`src/rtl/inv_bar_renderer_pkg.sv`:
```
// Shared constants and types for the inventory-bar renderer.
// Holds the slot keycodes, the render latency and the pixel metadata struct.
package inv_bar_renderer_pkg;

   localparam logic [7:0] KEY_SLOT0 = 8'h1E;
   localparam logic [7:0] KEY_SLOT1 = 8'h1F;
   localparam logic [7:0] KEY_SLOT2 = 8'h20;
   localparam logic [7:0] KEY_SLOT3 = 8'h21;

   localparam int RENDER_LAT = 3;

   typedef struct packed {
      logic       in_win;
      logic [6:0] col;
      logic [3:0] row;
   } pix_meta_t;

endpackage

```
`src/rtl/inv_bar_renderer_slot_select.sv`:
```
// Keyboard slot selection: detects new presses of keys 1-4 and commits the
// chosen slot and bar visibility only at the start of a frame.
module inv_slot_select
   import inv_bar_renderer_pkg::*;
(
   input  logic       clk,
   input  logic       reset,
   input  logic [7:0] keycode,
   input  logic       vs_in,
   input  logic       show_bar,
   output logic [1:0] sel_slot,
   output logic       show_q
);

   logic [7:0] last_key;
   logic [1:0] pending_slot;
   logic [1:0] next_pending;
   logic       vs_q;
   logic       press;
   logic       vs_fall;

   // A press arriving on the frame-start cycle is forwarded straight into the commit.
   always_comb begin
      press        = (keycode != last_key) && (keycode >= KEY_SLOT0) && (keycode <= KEY_SLOT3);
      next_pending = press ? 2'(keycode - KEY_SLOT0) : pending_slot;
      vs_fall      = vs_q && !vs_in;
   end

   always_ff @(posedge clk) begin
      if (reset) begin
         last_key     <= 8'd0;
         pending_slot <= 2'd0;
         vs_q         <= 1'b1;
         sel_slot     <= 2'd0;
         show_q       <= 1'b0;
      end else begin
         last_key     <= keycode;
         pending_slot <= next_pending;
         vs_q         <= vs_in;
         if (vs_fall) begin
            sel_slot <= next_pending;
            show_q   <= show_bar;
         end
      end
   end

endmodule

```
`src/rtl/inv_bar_renderer.sv`:
```
// Inventory-bar renderer: scan position -> sprite ROM address -> keyed and
// highlighted pixel, with syncs delayed to stay aligned with the pixel.
module inv_bar_renderer
   import inv_bar_renderer_pkg::*;
#(
   parameter logic [9:0]  BAR_X      = 10'd200,
   parameter logic [9:0]  BAR_Y      = 10'd440,
   parameter int          BAR_W      = 120,
   parameter int          BAR_H      = 10,
   parameter int          SCALE_LOG2 = 1,
   parameter int          NUM_SLOTS  = 4,
   parameter logic [23:0] KEY_RGB    = 24'h4751a3,
   parameter logic [23:0] HILITE_RGB = 24'hffd700
)
(
   input  logic        Clk,
   input  logic        Reset,
   input  logic [9:0]  DrawX,
   input  logic [9:0]  DrawY,
   input  logic        hs_in,
   input  logic        vs_in,
   input  logic        blank_n_in,
   input  logic [7:0]  keycode,
   input  logic        show_bar,
   output logic [10:0] rom_addr,
   input  logic [23:0] rom_data,
   output logic [23:0] pixel_rgb,
   output logic        pixel_on,
   output logic        hs_out,
   output logic        vs_out,
   output logic        blank_n_out,
   output logic [1:0]  sel_slot
);

   localparam int          SLOT_W = BAR_W / NUM_SLOTS;
   localparam logic [10:0] X_END  = 11'(BAR_X) + 11'(BAR_W << SCALE_LOG2);
   localparam logic [10:0] Y_END  = 11'(BAR_Y) + 11'(BAR_H << SCALE_LOG2);

   logic            show_q;
   logic [10:0]     dx, dy, dx_off, dy_off;
   logic            win;
   pix_meta_t       meta_next, meta1, meta2;
   logic [10:0]     addr_next;
   logic [1:0]      slot;
   logic [6:0]      slot_base, slot_off;
   logic            border;
   logic [23:0]     rgb_next;
   logic            on_next;
   logic [RENDER_LAT-1:0] hs_sr, vs_sr, blank_sr;

   inv_slot_select u_slot_select (
      .clk      (Clk),
      .reset    (Reset),
      .keycode  (keycode),
      .vs_in    (vs_in),
      .show_bar (show_bar),
      .sel_slot (sel_slot),
      .show_q   (show_q)
   );

   // Window test at 11 bits so the right/bottom edges cannot wrap.
   always_comb begin
      dx        = {1'b0, DrawX};
      dy        = {1'b0, DrawY};
      dx_off    = dx - 11'(BAR_X);
      dy_off    = dy - 11'(BAR_Y);
      win       = show_q && (dx >= 11'(BAR_X)) && (dx < X_END)
                         && (dy >= 11'(BAR_Y)) && (dy < Y_END);
      meta_next = '0;
      addr_next = 11'd0;
      if (win) begin
         meta_next.in_win = 1'b1;
         meta_next.col    = 7'(dx_off >> SCALE_LOG2);
         meta_next.row    = 4'(dy_off >> SCALE_LOG2);
         addr_next        = 11'(meta_next.row) * 11'(BAR_W) + 11'(meta_next.col);
      end
   end

   // Slot index by a compare chain against slot boundaries.
   always_comb begin
      slot      = 2'd0;
      slot_base = 7'd0;
      for (int i = 1; i < NUM_SLOTS; i++) begin
         if (meta2.col >= 7'(i * SLOT_W)) begin
            slot      = 2'(i);
            slot_base = 7'(i * SLOT_W);
         end
      end
      slot_off = meta2.col - slot_base;
      border   = meta2.in_win && (slot == sel_slot)
                 && ((slot_off == 7'd0) || (slot_off == 7'(SLOT_W - 1))
                     || (meta2.row == 4'd0) || (meta2.row == 4'(BAR_H - 1)));
      rgb_next = 24'd0;
      on_next  = 1'b0;
      if (border) begin
         rgb_next = HILITE_RGB;
         on_next  = 1'b1;
      end else if (meta2.in_win && (rom_data != KEY_RGB)) begin
         rgb_next = rom_data;
         on_next  = 1'b1;
      end
   end

   // Metadata rides alongside the ROM's own address register to meet rom_data.
   always_ff @(posedge Clk) begin
      if (Reset) begin
         rom_addr  <= 11'd0;
         meta1     <= '0;
         meta2     <= '0;
         pixel_rgb <= 24'd0;
         pixel_on  <= 1'b0;
         hs_sr     <= '1;
         vs_sr     <= '1;
         blank_sr  <= '0;
      end else begin
         rom_addr  <= addr_next;
         meta1     <= meta_next;
         meta2     <= meta1;
         pixel_rgb <= rgb_next;
         pixel_on  <= on_next;
         hs_sr     <= {hs_sr[RENDER_LAT-2:0], hs_in};
         vs_sr     <= {vs_sr[RENDER_LAT-2:0], vs_in};
         blank_sr  <= {blank_sr[RENDER_LAT-2:0], blank_n_in};
      end
   end

   assign hs_out      = hs_sr[RENDER_LAT-1];
   assign vs_out      = vs_sr[RENDER_LAT-1];
   assign blank_n_out = blank_sr[RENDER_LAT-1];

endmodule

```
`config.mk`:
```
export PLATFORM = sky130hd
export DESIGN_NAME = inv_bar_renderer
export DESIGN_NICKNAME = d
export VERILOG_FILES = /design/src/rtl/inv_bar_renderer_pkg.sv /design/src/rtl/inv_bar_renderer_slot_select.sv /design/src/rtl/inv_bar_renderer.sv
export SDC_FILE = /design/constraint.sdc
export NUM_CORES = 1
export LEC_CHECK = 0
export BUFFER_PORTS_ARGS = -buffer_cell sky130_fd_sc_hd__buf_2
export CORE_UTILIZATION = 40
export CTS_BUF_LIST = sky130_fd_sc_hd__clkbuf_8 sky130_fd_sc_hd__clkbuf_16
export DETAILED_ROUTE_END_ITERATION = 10
export PLACE_DENSITY = 0.7
export SKIP_CTS_REPAIR_TIMING = 1
export SLEW_MARGIN = 20
export SYNTH_ARGS = -nofsm -noshare
export SYNTH_HDL_FRONTEND = slang
export SYNTH_SLANG_ARGS = --single-unit
```
`constraint.sdc`:
```
create_clock -name Clk -period 7.7 [get_ports Clk]
set_input_delay 0.77 -clock Clk [delete_from_list [all_inputs] [get_ports Clk]]
set_output_delay 0.77 -clock Clk [all_outputs]
set_load 0.02 [all_outputs]
```
Yosys cells after proc, flatten, opt, wreduce, memory -nomap -nowiden
Index checks and enable logic that the tools add are counted.
{"block": "word_totals", "ff_bits": 83, "input_bits": 58, "out_inout_bits": 41, "wordCells": 70}
{"block": "op_classes", "add_sub_neg": 5, "multipliers": 1, "magnitude_cmp": 9, "n_eq_ne": 5, "n_mux": 12, "bitwise": 2, "reduce_logical": 18}
{"cell": "$mux 24", "count": 2}
{"cell": "$ne 24x23->1 const B", "count": 1}
{"cell": "$lt 10x9->1 const B", "count": 2}
{"cell": "$mux 7", "count": 2}
{"cell": "$mux 12", "count": 1}
{"cell": "$add 11x7->11", "count": 1}
{"cell": "$ge 10x8->1 const B", "count": 1}
{"cell": "$ge 10x9->1 const B", "count": 1}
{"cell": "$logic_and 1x1->1", "count": 10}
{"cell": "$ge 8x5->1 const B", "count": 1}
{"cell": "$le 8x6->1 const B", "count": 1}
{"cell": "$mul 4x4->8 const B", "count": 1}
{"cell": "$ne 8x8->1", "count": 1}
{"cell": "$sub 8x8->8 const B", "count": 1}
{"cell": "$eq 7x5->1 const B", "count": 1}
{"cell": "$ge 7x5->1 const B", "count": 1}
{"cell": "$ge 7x6->1 const B", "count": 1}
{"cell": "$ge 7x7->1 const B", "count": 1}
{"cell": "$logic_not 7->1", "count": 1}
{"cell": "$sub 7x7->7", "count": 1}
{"cell": "$mux 2", "count": 3}
{"cell": "$mux 5", "count": 1}
{"cell": "$sub 5x5->5 const B", "count": 1}
{"cell": "$eq 4x4->1 const B", "count": 1}
{"cell": "9 further kinds", "count": 14}

Logic depth before layout (Yosys ltp)
Gate-level depths: netlist of the first run.
{"block": "depth", "depth_word": 11, "mapped_depth": 14}

Modules after synthesis
Synthesis of the first run repeated with hierarchy kept, for this count alone.
{"block": "unflattened", "cells_unflattened": 359, "hier_area_um2": 3549.7}
{"module": "inv_bar_renderer", "instances": 1, "cells_per_inst": 308, "area_per_inst_um2": 3015.4, "seq_area_each_um2": 1321.3}
{"module": "inv_slot_select", "instances": 1, "cells_per_inst": 51, "area_per_inst_um2": 534.3, "seq_area_each_um2": 280.3}

Worst setup path after synthesis of the first run
Ideal clock, no wire load.
{"block": "synth_path", "path_kind": "input to register", "start": "input port DrawY[3]", "end": "register rom_addr[10]", "setup_time_ns": 0.115, "arrival_time_ns": 3.629, "slack_ns": 3.956, "stages": 13, "n_path_buf": 0, "path_cell_list": "inv_1 -> fa_1 -> fa_1 -> inv_1 -> fa_1 -> inv_1 -> ha_1 -> o21ai_0 -> nor2_1 -> o21ai_0 -> nor4b_2 -> xnor3_1 -> and2_1"}
{"block": "synth_via", "elab_chain_cells": 5, "word_cells_on_any_way": 9, "classes_between": "add/sub (2); mul (1); order compare (2); bitwise (1); reduce/logical (3)"}
{"item": "start: declaration", "line_no": "inv_bar_renderer.sv:19", "rtl": "input logic [9:0] DrawY,"}
{"item": "parallel branches: the longest is 5 deep, another holds $add 11x7->11"}
{"item": "end signal: assignment", "line_no": "inv_bar_renderer.sv:116", "rtl": "rom_addr <= addr_next;"}
{"item": "end: declaration", "line_no": "inv_bar_renderer.sv:25", "rtl": "output logic [10:0] rom_addr,"}
Parallel ways; which one is timed is not known.
A chain may end at the register's enable or synchronous reset.

Worst setup path after layout of the first run
{"block": "layout_path", "start": "input port DrawY[3]", "end": "register rom_addr[10]"}
{"block": "layout_via", "word_cells_on_any_way": 9, "classes_between": "add/sub (2); mul (1); order compare (2); bitwise (1); reduce/logical (3)"}
{"item": "$sub 5x5->5", "line_no": "inv_bar_renderer.sv:66", "rtl": "dy_off = dy - 11'(BAR_Y);"}
{"item": "named net dy_off[3]", "line_no": "inv_bar_renderer.sv:40", "rtl": "logic [10:0] dx, dy, dx_off, dy_off;"}
{"item": "$mul 4x4->8", "line_no": "inv_bar_renderer.sv:75", "rtl": "addr_next = 11'(meta_next.row) * 11'(BAR_W) + 11'(meta_next.col);"}
{"item": "$add 11x7->11", "line_no": "inv_bar_renderer.sv:75"}
The timed path passes the listed nets, and every way through them passes these cells.

==> impl_metrics.toml, run 1 <==
[critical_path]
crit_start = "DrawY[3]"
start_kind = "input port"
crit_top_cell = "inv_1"
critPathBufInv = 5
worstPathRequired_ps = 7940
worstSetupEndpointType = "flip-flop"
critical_path.slowest_cell = "fa_1"
crit_type = "in -> reg"
cp.arrival_ps = 4170
crit_chain = "buf_2 > inv_1 > ha_1 > inv_1 > fa_1 > inv_1 > fa_1 > inv_1 > ha_1 > o21ai_0 > nor2_1 > o21ai_0 > nor4b_2 > xnor3_1 > and2_1"
crit_path_max_fanout = 9
crit_path_max_incr_delay_ps = 560
r2r_slack_ps = 4570
r2r_start = "meta2[6]"
cpLargestDelayFamily = "adder cells"

[route]
num_vias = 2831
drc = 0
ant_nets = 0
wire_per_inst_um = 11.6
vias_per_cell = 4.84
drt_iter0_markers = 45
dr.pass1.iters = 4
routed_wl_um = 6800

[layout]
multi_input_area_um2 = 1850
area.sequential_um2 = 1580
syn2layout_area_growth_pct = 20.1
mostFrequentLayoutCells = "97 x buf_2, 79 x dfxtp_1, 31 x nand2_1"
num-nets-final = 557
fin_util_pct = 49.6
diodes = 0
mostFrequentLayoutCell = "buf_2"
fill_cells = 822
drive_gt1_share_pct = 28.1

[clocking]
cts_buffers = 9
clk_pin_slew_ps = 80
cts_tree = "built"
cts_sinks = 79
clk_latency_ps = 340
cts-root-buf = "clkbuf_8"
ctsLongestPathBuffers = 2
htreeDepth = 3

[hold_path]
min_path_type = "reg -> reg"
hold_start = "hs_sr[0]"

[yosys]
yosys_register_bits = 79
synthDistinctLibCells = 52
synth-seq-area-share_pct = 43.9
syn_area_um2 = 3600
ys.flop_type = "dfxtp_1"
synth-edff-count = 0
syn_area_per_cell_um2 = 9.56
syn_inst = 377
async_reset_ff_share_pct = 0
synthesis.nets = 462
yosys_warnings = 0

[sta]
period_needed_ps = 3930
rsz0062_at_grt = "false"
final_max_slew_viol_count = 0
report.final.setup_viol = 0
worstMarginPinSlew_ps = 1030
slew_headroom_pct = 31.4
post-route-period-util_pct = 51.0
setup_tns_ps = 0
max_freq_mhz = 254
hold_viol = 0
fin_skew_ps = 7.68

[grt]
grt_overflow = 0
grt_usage_pct = 15.2
grt_start_max_net_pins = 37
antenna_found_initial = 0
grt_pass1_wl_um = 11600
grt_pass1_vias = 2631

[die]
core_um2 = 8720
die_y_um = 96.9
start_util_pct = 41.3
num_rows = 34
die_w_um = 96.9
design.die.area_um2 = 9390
pin_count = 99

[placed_design]
dpl.hpwl_um = 5310
port_buffers = 97
gp_congestion = 0.874

[pwr]
ir_worst_vdd_uv = 90.4
power_density_nw_per_um2 = 193
p_leak_nw = 2.04

[run_status]
outcome = "finished, final reports clean"

[job]
max_cap_viol_count = 0
[Yosys cell counts, types with 5 or more instances]
master	number	area share [%]
a21oi_2	10	2.4
nand2_1	31	3.2
nor2b_1	30	5.2
nand4_1	5	0.87
xnor2_1	15	3.6
and2_1	7	1.2
or2_2	6	1.0
nand3_1	5	0.69
mux2i_1	5	1.4
ha_1	22	7.6
o21ai_0	9	1.2
fa_1	5	2.8
inv_1	22	2.3
nor2_1	29	3.0
a21oi_1	24	3.3
nor3_1	5	0.69
a211oi_1	6	1.2
xor2_1	6	1.5
dfxtp_1	79	44
clkbuf_1	6	0.62
[worst reg2reg max path: stages, from the launching register on]
cell and delay (ps):
dfxtp_1 470, o21ai_0 170, a21o_1 220, nand2_1 70, ha_1 160, inv_1 50
fa_1 410, xor2_1 190, or3_1 300, mux2i_1 250, a31o_1 560, a21oi_2 120
[power breakdown]
group          internal [mW]  switching (mW)
registers              0.413         0.00227
logic                 0.0657          0.0776
clock network          0.128           0.150
[routing by layer]
metal / vias up / wire [µm] / track usage, %
met5: - / 0 / 0
met4: 0 / 180 / 8.04
met3: 12 / 343 / 2.96
met2: 94 / 3140 / 25.2
met1: 1256 / 3140 / 18.5
li1: 1469 / - / -
[flip-flops by register name (all words and copies together) (netlist names), 3 cells and up]
register                flops
meta1                       9
u_slot_select.last_key      8
pixel_rgb                  24
meta2                      12
vs_sr                       3
rom_addr                   11
blank_sr                    3
hs_sr                       3
[cell families after synthesis]
group,Yosys count,synth area share [%]
simple gates,139,21.0
flops,79,43.9
compound gates,69,13.0
buf+inv,36,4.65
fa+ha+maj,27,10.4
xor+xnor,22,5.73
mux,5,1.39
[through the flow]
stage	total power, mW	hold slack [ps]	cells	instance area, µm²	worst slack [ps]
after floorplan	0.526	389	377	3600	3960
after global placement	0.563	395	569	4150	3560
after detailed placement	0.568	394	569	4150	3420
after CTS	0.849	415	585	4330	3790
after global routing	0.883	429	585	4330	3560
final	0.837	413	585	4330	3770
[path summary, 6_finish.rpt]
| kind | end | cells past startpoint |
|---|---|---|
| worst max-delay path | rom_addr[10] | 15 |
| worst max register to register | pixel_rgb[11] | 11 |
| worst min register to register | hs_sr[1] | 1 |
| worst min-delay path | hs_sr[1] | 1 |
[cell type report]
type	instances	area share [%]
clock inverters	6	1.01
repair buffers	98	11.4
multi-input cells	262	42.8
clock buffers	10	3.18
flip-flops and latches	79	36.5
well taps	108	3.12
inverters	22	1.91
Power figures use the tool's default switching activity.
==> inputs of run 2 (changes only) <==
--- a/config.mk
+++ b/config.mk
@@ -9,7 +9,7 @@
 export CORE_UTILIZATION = 40
 export CTS_BUF_LIST = sky130_fd_sc_hd__clkbuf_8 sky130_fd_sc_hd__clkbuf_16
 export DETAILED_ROUTE_END_ITERATION = 10
-export PLACE_DENSITY = 0.7
+export PLACE_DENSITY = 0.72
 export SKIP_CTS_REPAIR_TIMING = 1
 export SLEW_MARGIN = 20
 export SYNTH_ARGS = -nofsm -noshare
==> constraint.sdc (replaced) <==
create_clock -name Clk -period 3.4 [get_ports Clk]
set_input_delay 0.34 -clock Clk [delete_from_list [all_inputs] [get_ports Clk]]
set_output_delay 0.34 -clock Clk [all_outputs]
set_load 0.02 [all_outputs]
==> run 2 against run 1 <==
Net effect:
- design area is 3.5% higher
- clock power grew to 3.1 times the previous value
- critical path depth is 1 lower
- sequential cell count stayed put
- utilization is 1.8 points higher
- power grew to 2.6 times the previous value
- global-route usage is 0.77 points higher
- worst hold slack worse by 240 ps
- combinational power grew to 2.5 times the previous value
- critical path type unchanged
- highest routed layer unchanged
==> impl_metrics.toml, run 2 (synthesized netlist as in run 1, its figures left out) <==
[run_status]
outcome = "finished, final reports clean"

[sta]
worstMarginPinSlew_ps = 1050
max_freq_mhz = 317
rsz0062_at_grt = "false"
post-route-period-util_pct = 92.9
slew_headroom_pct = 30.1
final_max_slew_viol_count = 0
report.final.setup_viol = 0
fin_skew_ps = 14.7
hold_viol = 0
period_needed_ps = 3160

[layout]
num-nets-final = 567
area.sequential_um2 = 1580
drive_gt1_share_pct = 30.2
syn2layout_area_growth_pct = 24.3
multi_input_area_um2 = 1860
mostFrequentLayoutCells = "97 x buf_2, 79 x dfxtp_1, 31 x nand2_1"
reg.largest.list = "pixel_rgb x24, meta2 x12, rom_addr x11"
diodes = 0
regMostFlops = "pixel_rgb"
fin_cells = 595
final_area_um2 = 4480
fill_cells = 807
mostFrequentLayoutCell = "buf_2"
largest_reg_flops = 24

[placed_design]
dpl.hpwl_um = 5650
dp.cells = 579
port_buffers = 97
gp_congestion = 0.781
dpl-instance-area_um2 = 4230

[critical_path]
cpLargestDelayFamily = "adder cells"
worstPathRequired_ps = 3640
crit_chain = "buf_2 > inv_1 > fa_1 > fa_1 > inv_1 > fa_1 > inv_1 > ha_1 > o21ai_0 > nor2_1 > o21ai_1 > nor4b_2 > xnor3_1 > and2_1"
cp.arrival_ps = 3400
crit_path_max_fanout = 3
crit_type = "in -> reg"
crit_path_max_incr_delay_ps = 530
critPathBufInv = 4
critical_path.slowest_cell = "fa_1"
worstSetupEndpointType = "flip-flop"
start_kind = "input port"

[clocking]
cts_buffers = 9
cts_tree = "built"
htreeDepth = 3
ctsLongestPathBuffers = 2
cts_sinks = 79
clk_latency_ps = 340
clk_pin_slew_ps = 80
cts-root-buf = "clkbuf_8"

[route]
vias_per_cell = 4.78
routed_wl_um = 7180
drc = 0
dr.pass1.iters = 4
wire_per_inst_um = 12.1
num_vias = 2846
drt_iter0_markers = 139
ant_nets = 0

[grt]
grt_overflow = 0
grt_start_max_net_pins = 37
grt_usage_pct = 16.0
antenna_found_initial = 0
grt_pass1_wl_um = 12100
grt_pass1_vias = 2719

[die]
start_util_pct = 41.3
num_rows = 34
die_w_um = 96.9
design.die.area_um2 = 9390
core_um2 = 8720
die_y_um = 96.9
pin_count = 99

[pwr]
pwr-share-comb_pct = 16.8
p_leak_nw = 2.11
ir_worst_vdd_uv = 219
p_int_mw = 1.63
power_density_nw_per_um2 = 482
swShare_pct = 24.5
clock_power_share_pct = 39.5
switchingPower_mw = 0.529
seqPwrFrac_pct = 43.6

[job]
max_cap_viol_count = 0

[hold_path]
min_path_type = "in -> reg"
## run 2: final timing paths
check           start            to  slack [ps]  depth (start not counted)
max          DrawY[3]  rom_addr[10]         240                         14
max reg2reg  meta2[6]  pixel_rgb[5]         420                          8
min             hs_in      hs_sr[0]         180                          2
min reg2reg  hs_sr[0]      hs_sr[1]         410                          1
## run 2: layout make-up
class	count	share of cell area (%)
inverter	22	1.84
multi-input combinational	262	41.5
clock buffer	10	3.07
tap	108	3.02
clock inverter	6	2.57
sequential	79	35.3
timing repair buffer	108	12.7
## run 2: per-stage QoR
stage | power [mW] | util [%] | worst slack, ps | TNS, ps | hold WS [ps]
2_1_floorplan | 1.19 | - | 86.0 | 0 | 389
3_3_place_gp | 1.31 | 48.5 | -99.6 | -99.6 | 391
3_5_place_dp | 1.33 | 48.5 | -236 | -236 | 393
4_1_cts | 2.18 | 51.4 | 136 | 0 | 158
5_1_grt | 2.27 | 51.4 | 66.0 | 0 | 155
6_report | 2.16 | 51.4 | 241 | 0 | 176
## run 2: power by group through the flow
stage / clock [mW] / sequential (mW) / combinational, mW
floorplan: 0 / 0.965 / 0.226
global placement: 0 / 0.963 / 0.347
detailed placement: 0 / 0.964 / 0.362
CTS: 0.877 / 0.942 / 0.363
global route: 0.916 / 0.943 / 0.411
finish: 0.853 / 0.941 / 0.363
## run 2: routing by layer
layer	track usage [%]	up-vias	share of wire, %
li1	-	1486	-
met1	19.4	1276	46
met2	27.0	78	48
met3	4.48	6	4.7
met4	5.51	0	1.1
met5	0	-	0
